[config.mk]
export PLATFORM = sky130hd
export DESIGN_NAME = uart_peek_cmd_parser
export DESIGN_NICKNAME = d
export VERILOG_FILES = /design/src/rtl/uart_peek_cmd_parser.sv
export SDC_FILE = /design/constraint.sdc
export NUM_CORES = 1
export LEC_CHECK = 0
export BUFFER_PORTS_ARGS = -buffer_cell sky130_fd_sc_hd__buf_2
export CORE_AREA = 5 5 115 95
export CTS_CLUSTER_SIZE = 12
export DETAILED_ROUTE_END_ITERATION = 6
export DIE_AREA = 0 0 120 100
export GPL_TIMING_DRIVEN = 0
export PLACE_DENSITY = 0.8
export SETUP_SLACK_MARGIN = 0.1
export SLEW_MARGIN = 20
export SYNTH_ARGS = -nofsm -noshare
export SYNTH_HDL_FRONTEND = slang
export SYNTH_SLANG_ARGS = --single-unit
[constraint.sdc]
create_clock -name clk -period 3.2 [get_ports clk]
set_input_delay 0.16 -clock clk [delete_from_list [all_inputs] [get_ports clk]]
set_output_delay 0.16 -clock clk [all_outputs]
set_load 0.01 [all_outputs]
[src/rtl/uart_peek_cmd_parser.sv]
// UART peek command parser: 5-byte rx frame -> core peek request -> 4-byte tx reply.
// Optional PEEK_TIMEOUT_EN discards partial frames after TIMEOUT_CYCLES idle cycles.
`timescale 1ns/1ps
module uart_peek_cmd_parser #(
  parameter int CORE_COUNT     = 4,
  parameter int DATA_W         = 32,
  parameter int TIMEOUT_CYCLES = 65536
) (
  input  logic              clk,
  input  logic              rst_n,
  input  logic [7:0]        rx_data,
  input  logic              rx_valid,
  output logic              req_valid,
  input  logic              req_ready,
  output logic [7:0]        req_id,
  output logic [31:0]       req_addr,
  input  logic              resp_valid,
  input  logic [DATA_W-1:0] resp_data,
  output logic [7:0]        tx_data,
  output logic              tx_valid,
  input  logic              tx_ready,
  output logic              busy,
  output logic              rx_overrun,
  output logic              err_bad_id,
  output logic              frame_timeout
);

  if (DATA_W != 32 || TIMEOUT_CYCLES < 2) begin : g_bad_cfg
    $error("uart_peek_cmd_parser: unsupported parameters");
  end

  typedef enum logic [1:0] {
    S_COLLECT,
    S_REQ,
    S_WAIT,
    S_SEND
  } state_e;

  localparam logic [8:0] CC = 9'(CORE_COUNT);

  state_e            state_q, state_d;
  logic [2:0]        byte_cnt_q, byte_cnt_d;
  logic [31:0]       addr_buf_q, addr_buf_d;
  logic [7:0]        req_id_q, req_id_d;
  logic [31:0]       req_addr_q, req_addr_d;
  logic [DATA_W-1:0] result_q, result_d;
  logic [1:0]        k_q, k_d;
  logic              ovr_q, ovr_d;
  logic              bad_q, bad_d;
  logic              to_q, to_d;

`ifdef PEEK_TIMEOUT_EN
  localparam int TW = $clog2(TIMEOUT_CYCLES);
  localparam logic [TW-1:0] TO_MAX = TW'(TIMEOUT_CYCLES - 1);
  logic [TW-1:0] idle_q, idle_d;

  always_ff @(posedge clk or negedge rst_n) begin
    if (!rst_n) begin
      idle_q <= '0;
    end else begin
      idle_q <= idle_d;
    end
  end
`endif

  always_ff @(posedge clk or negedge rst_n) begin
    if (!rst_n) begin
      state_q    <= S_COLLECT;
      byte_cnt_q <= '0;
      addr_buf_q <= '0;
      req_id_q   <= '0;
      req_addr_q <= '0;
      result_q   <= '0;
      k_q        <= '0;
      ovr_q      <= 1'b0;
      bad_q      <= 1'b0;
      to_q       <= 1'b0;
    end else begin
      state_q    <= state_d;
      byte_cnt_q <= byte_cnt_d;
      addr_buf_q <= addr_buf_d;
      req_id_q   <= req_id_d;
      req_addr_q <= req_addr_d;
      result_q   <= result_d;
      k_q        <= k_d;
      ovr_q      <= ovr_d;
      bad_q      <= bad_d;
      to_q       <= to_d;
    end
  end

  always_comb begin
    state_d    = state_q;
    byte_cnt_d = byte_cnt_q;
    addr_buf_d = addr_buf_q;
    req_id_d   = req_id_q;
    req_addr_d = req_addr_q;
    result_d   = result_q;
    k_d        = k_q;
    bad_d      = 1'b0;
    to_d       = 1'b0;
    ovr_d      = rx_valid && (state_q != S_COLLECT);
    unique case (state_q)
      S_COLLECT: begin
        if (rx_valid) begin
          if (byte_cnt_q == 3'd4) begin
            req_addr_d = addr_buf_q;
            req_id_d   = rx_data;
            byte_cnt_d = '0;
            k_d        = '0;
            if ({1'b0, rx_data} >= CC) begin
              bad_d    = 1'b1;
              result_d = '1;
              state_d  = S_SEND;
            end else begin
              state_d  = S_REQ;
            end
          end else begin
            // addr arrives LSB byte first, so shift in from the top
            addr_buf_d = {rx_data, addr_buf_q[31:8]};
            byte_cnt_d = byte_cnt_q + 3'd1;
          end
        end
      end
      S_REQ: begin
        if (req_ready) state_d = S_WAIT;
      end
      S_WAIT: begin
        if (resp_valid) begin
          result_d = resp_data;
          state_d  = S_SEND;
        end
      end
      S_SEND: begin
        if (tx_ready) begin
          k_d = k_q + 2'd1;
          if (k_q == 2'd3) state_d = S_COLLECT;
        end
      end
      default: state_d = S_COLLECT;
    endcase
`ifdef PEEK_TIMEOUT_EN
    idle_d = '0;
    if (state_q == S_COLLECT && byte_cnt_q != '0 && !rx_valid) begin
      if (idle_q == TO_MAX) begin
        byte_cnt_d = '0;
        to_d       = 1'b1;
      end else begin
        idle_d = idle_q + 1'b1;
      end
    end
`endif
  end

  always_comb begin
    req_valid = (state_q == S_REQ);
    tx_valid  = (state_q == S_SEND);
    busy      = (state_q != S_COLLECT);
    tx_data   = '0;
    if (state_q == S_SEND) tx_data = result_q[{k_q, 3'b000} +: 8];
  end

  assign req_id        = req_id_q;
  assign req_addr      = req_addr_q;
  assign rx_overrun    = ovr_q;
  assign err_bad_id    = bad_q;
  assign frame_timeout = to_q;

endmodule

* Word level (Yosys, flattened, before mapping)
Cells that the tools add are included.
Cells by class: add/subtract/negate cells 2, magnitude comparators 1, equality and inequality tests 12, shift-type cells 1, mux-type cells 23, bitwise logic cells 1, reductions and logical operators 11
Operator list (count):
- 2-to-1 mux 32 bit | 4
- case mux 32 bit (2 select lines) | 1
- variable part select 32 x 6 -> 8 bit | 1
- 2-to-1 mux 2 bit | 10
- greater-or-equal comparator 8 x 3 -> 1 bit (second input constant) | 1
- 2-to-1 mux 8 bit | 1
- inequality test 2 bit (second input constant) | 4
- case mux 2 bit (4 select lines) | 1
- == test 2 bit (second input constant) | 3
- inequality test 2 x 1 -> 1 bit (second input constant) | 3
- AND reduction 3 bit | 2
- AND reduction 6 bit | 1
- nonzero test 2 bit | 3
- AND reduction 5 bit | 1
- 2-to-1 mux 1 bit | 4
- case mux 2 bit (2 select lines) | 1
- AND reduction 4 bit | 1
- adder 3 x 1 -> 3 bit (second input constant) | 1
- == test 3 bit (second input constant) | 1
- 2-to-1 mux 3 bit | 1
- adder 2 x 1 -> 2 bit (second input constant) | 1
- == test 2 x 1 -> 1 bit (second input constant) | 1
- zero test 2 bit | 1
- AND reduction 2 bit | 1
- 2 further kinds | 2
Storage, ports and cells: bits in registers 113, bits of input ports 46, output and inout port bits 54, word-level logic and storage cells 60

* Logic depth before layout (Yosys ltp)
word-level depth 5, depth in mapped cells 7

* Worst setup path after synthesis
No wires, ideal clock.
path kind register to register, from register state_q[0], to register result_q[0], library setup time 121 ps, data arrival time 1765 ps, setup slack 1313 ps, cell stages (with the launch flop) 8, buffers on the path 1, clock period less this slack 1887 ps, path through dfrtp_1 -> inv_1 -> ha_1 -> or3b_2 -> a2bb2oi_1 -> nor3b_4 -> buf_6 -> o22a_1
On the way: longest elaborated chain between the ends 3
Ends and longest elaborated chain:
- from (decl) | RTL line 41 | state_e state_q, state_d;
- from (signal assigned) | RTL line 79 | state_q <= state_d;
- == test 2 bit / zero test 2 bit (equally long branches) | RTL line 103 | unique case (state_q)
- inequality test 2 bit (no source line) / nonzero test 2 bit (equally long branches)
- AND reduction 5 bit (no source line)
- to (signal assigned) | RTL line 84 | result_q <= result_d;
- to (decl) | RTL line 46 | logic [DATA_W-1:0] result_q, result_d;
Parallel ways exist; a longest one is shown, timed or not. A chain may end at the register's enable or synchronous reset.

* Final worst setup path
from register state_q[0], to register addr_buf_q[15]
On the way: longest elaborated chain between the ends 2
Ends and longest elaborated chain:
- zero test 2 bit | RTL line 103
- AND reduction 3 bit (no source line)
- to (signal assigned) | RTL line 81 | addr_buf_q <= addr_buf_d;
- to (decl) | RTL line 43 | logic [31:0] addr_buf_q, addr_buf_d;
No other way between the ends.

==> flow_summary_export.csv <==
group,metric,value,unit
synthesis,number_of_cells_produced_by_synthesis,317,
setup_path,critical_setup_path_kind,"register to register",
synthesis,synth.mux.area_fraction,0.219,
global_route,grt_first_pass_wirelength,17300,µm
setup_path,worst-endpoint-required,3470,ps
synthesis,avgSynthCellArea,14.9,µm²
global_route,grt_max_degree,61,
cts,cts-buffers-inserted,17,
finish,antenna_cells,0,
synthesis,synth_compound_area_frac,0.0795,
setup_path,critical_path.cell_chain,"inv_1, ha_1, nand2_1, a21o_1, clkbuf_1, buf_2, mux2_2",
cts,maximum_buffer_depth_of_the_clock_tree,2,
sta,finalSetupViolations,0,
cts,postCtsResizedCells,0,
cts,cts_hold_repair.buffers,17,
global_route,grt_usage,0.182,
cts,clk_latency,400,ps
floorplan,die-area,12000,µm²
setup_path,cp_max_fo,10,
finish,flow.area_growth_from_synthesis,30.9,%
sta,final_hold_viol_count,0,
global_route,grt_overflow,0,
place,post-place-ws,1080,ps
finish,drive_above_1_share,0.497,
power_and_ir_drop,total_power,0.00643,W
floorplan,placeableCoreArea,9570,µm²
synthesis,main_combinational_cell_family_by_area_after_synthesis,"multiplexers",
synthesis,postSynthNetCount,371,
place,place_hpwl,7280,µm
synthesis,ranking_of_synthesized_cells_by_area,"sky130_fd_sc_hd__dfrtp_1 60%, sky130_fd_sc_hd__mux2_2 18%, sky130_fd_sc_hd__o22a_1 5.6%",
power_and_ir_drop,switchingPower,0.00201,W
sta,holdWs,4.51,ps
power_and_ir_drop,cellLeakagePower,2.97,nW
cts,clk_pin_slew_worst_paths,60,ps
sta,worst_slew_pin_slew,582,ps
global_route,grt_antenna_before_repair,0,
finish,nets,506,
place,globalplace.congestion,0.832,
synthesis,yosys_register_bits,113,
sta,fin_worst_setup_slack,1060,ps
min_path,holdCritPathClass,"input pin to register",
floorplan,ios,100,
global_route,via_count_of_the_first_global_routing_pass,3432,
sta,fin_skew,11.2,ps
synthesis,synthesized_area_fraction_occupied_by_xor_and_xnor_cells,0,
cts,post-cts-setup-buffer-count,0,
synthesis,synth.lib_cells_used.distinct,36,
synthesis,ys_seq_area_frac,0.599,
sta,unrepaired_setup_endpoints_after_global_routing,"false",
synthesis,adder_cell_share_of_the_synthesized_area,0.0212,
synthesis,synth_top_area_share,0.599,
setup_path,cp_slowest_cell,"sky130_fd_sc_hd__dfrtp_1",
floorplan,die_height,100,µm
power_and_ir_drop,clk_pwr_share,0.302,
power_and_ir_drop,combPwrFrac,0.322,
synthesis,yosys.area_share.simple,0.0445,
setup_path,worst_ep_arrival_time,2410,ps
power_and_ir_drop,pwr_density_cell,1040,nW/µm²
synthesis,netlist_top_cells_count,"113 x sky130_fd_sc_hd__dfrtp_1, 74 x sky130_fd_sc_hd__mux2_2, 30 x sky130_fd_sc_hd__o22a_1",
sta,max_freq,0.468,GHz
synthesis,synth-warning-count,0,
setup_path,max_stage_delay,390,ps
floorplan,core.rowCount,32,
sta,slew_viol_final,0,
synthesis,area_of_the_mapped_netlist,4720,µm²
setup_path,startpoint_type,"register",
synthesis,async_flop_share,1.00,
cts,cts_tree,"yes",
floorplan,dieWidth,120,µm
routing,remaining_drc_errors,0,
synthesis,post-synth-top-count-cell,"sky130_fd_sc_hd__dfrtp_1",
run_status,run_status,"finished clean",
power_and_ir_drop,intPower,0.00442,W
floorplan,start_util,0.494,
setup_path,critical_path.endpoint_type,"register",
power_and_ir_drop,vdd_ir_drop_max,0.000447,V
routing,wl_per_cell,17.6,µm
sta,fin_crit_sh,0.667,
routing,via_per_inst,5.28,
routing,detailroute.via_count,3081,
power_and_ir_drop,sw_frac_of_total,0.313,
cts,clk_root_buffer_cell,"sky130_fd_sc_hd__clkbuf_16",
synthesis,edff_count_synth,0,
place,placement.io_buffers,98,
routing,detail_route.iter0.violations,118,
sta,max-slew-margin-rel,0.612,
job,drv_cap,0,
sta,min_clock_period_post_route,2140,ps
synthesis,synth_flop_cell,"sky130_fd_sc_hd__dfrtp_1",
routing,first_pass_iters,4,
routing,ant_nets,0,
cts,number_of_clock_sinks,113,
synthesis,netlist.top_cell.by_area,"sky130_fd_sc_hd__dfrtp_1",
cts,ctsHtreeMaxLevel,4,
power_and_ir_drop,power.sequential.fraction,0.376,
routing,postRouteWirelength,10300,µm
sta,setup_total_negative_slack,0,ps
[cell type report]
| cell class | instances | area [µm²] |
|---|---|---|
| plain buffers | 20 | 143 |
| clock buffers | 18 | 439 |
| clock inverters | 14 | 179 |
| fillers | 697 | 3380 |
| inverters | 8 | 30.0 |
| multi-input cells | 176 | 1720 |
| flip-flops and latches | 113 | 2830 |
| well taps | 119 | 149 |
| repair buffers | 116 | 694 |
[kinds of logic after synthesis]
group           after synthesis
flops                       113
mux                          84
compound gates               47
simple gates                 36
buf+inv                      28
fa+ha+maj                     8
other cells                   1
[worst max-delay path: cells and delay by family (launching register included)]
kind                     cells  cell delay (ps)
buffers and inverters        3              760
flip-flops                   1              390
multiplexers                 1              370
adder cells (fa/ha/maj)      1              260
AND/OR/NAND/NOR              1              140
AO/OA/AOI/OAI                1              100
[state kept, by name, summed over array words and instances, names as in the netlist]
signal / flops
addr_buf_q: 32
req_addr: 32
result_q: 32
req_id: 8
byte_cnt_q: 3
k_q: 2
state_q: 2
err_bad_id: 1
rx_overrun: 1
[per-stage QoR]
stage / utilization / instances / area, µm²
4_1_cts: 0.646 / 584 / 6180
3_5_place_dp: 0.564 / 535 / 5400
3_3_place_gp: 0.560 / 534 / 5360
2_1_floorplan: - / 317 / 4720
6_report: 0.646 / 584 / 6180
5_1_grt: 0.646 / 584 / 6180
[final timing paths]
| kind | start | end | slack (ps) | cells after the start |
|---|---|---|---|---|
| setup / recovery | state_q[0] | addr_buf_q[15] | 1060 | 7 |
| hold / removal | resp_data[10] | result_q[10] | 5 | 2 |
| setup reg to reg | state_q[0] | addr_buf_q[15] | 1060 | 7 |
| hold reg to reg | result_q[20] | result_q[20] | 480 | 1 |
| max in group asynchronous | rst_n | result_q[6] | 2260 | 3 |
| min in group asynchronous | rst_n | req_id[4] | 280 | 2 |
[placed cells by master, fill, tap and decap left out, drive strengths merged, types with 2 or more instances in the layout]
cell type / instances
dfrtp: 113
o21ai: 4
inv: 11
o32ai: 2
clkinv: 5
mux2i: 2
mux2: 74
nor2b: 3
o22a: 30
clkbuf: 22
ha: 8
nand3: 4
bufinv: 3
buf: 115
mux4: 8
clkinvlp: 3
a21o: 2
dlygate4sd3: 17
nor3: 2
nand2: 5
o22ai: 2
nor2: 7
and2: 8
a21oi: 3
[per-layer routing]
layer	vias up	wire length, µm	track usage
met5	-	0	0
met4	0	120	0.0616
met3	9	359	0.0423
met2	71	5210	0.301
met1	1581	4610	0.239
li1	1420	-	-
[power groups by stage]
stage          clock network, W  logic (W)  registers, W
6_report                0.00194    0.00207       0.00242
5_1_grt                 0.00204    0.00227       0.00249
4_1_cts                 0.00196    0.00210       0.00242
3_5_place_dp                  0    0.00207       0.00243
3_3_place_gp                  0    0.00198       0.00239
2_1_floorplan                 0    0.00141       0.00238
(Power assumes the default switching activity.)
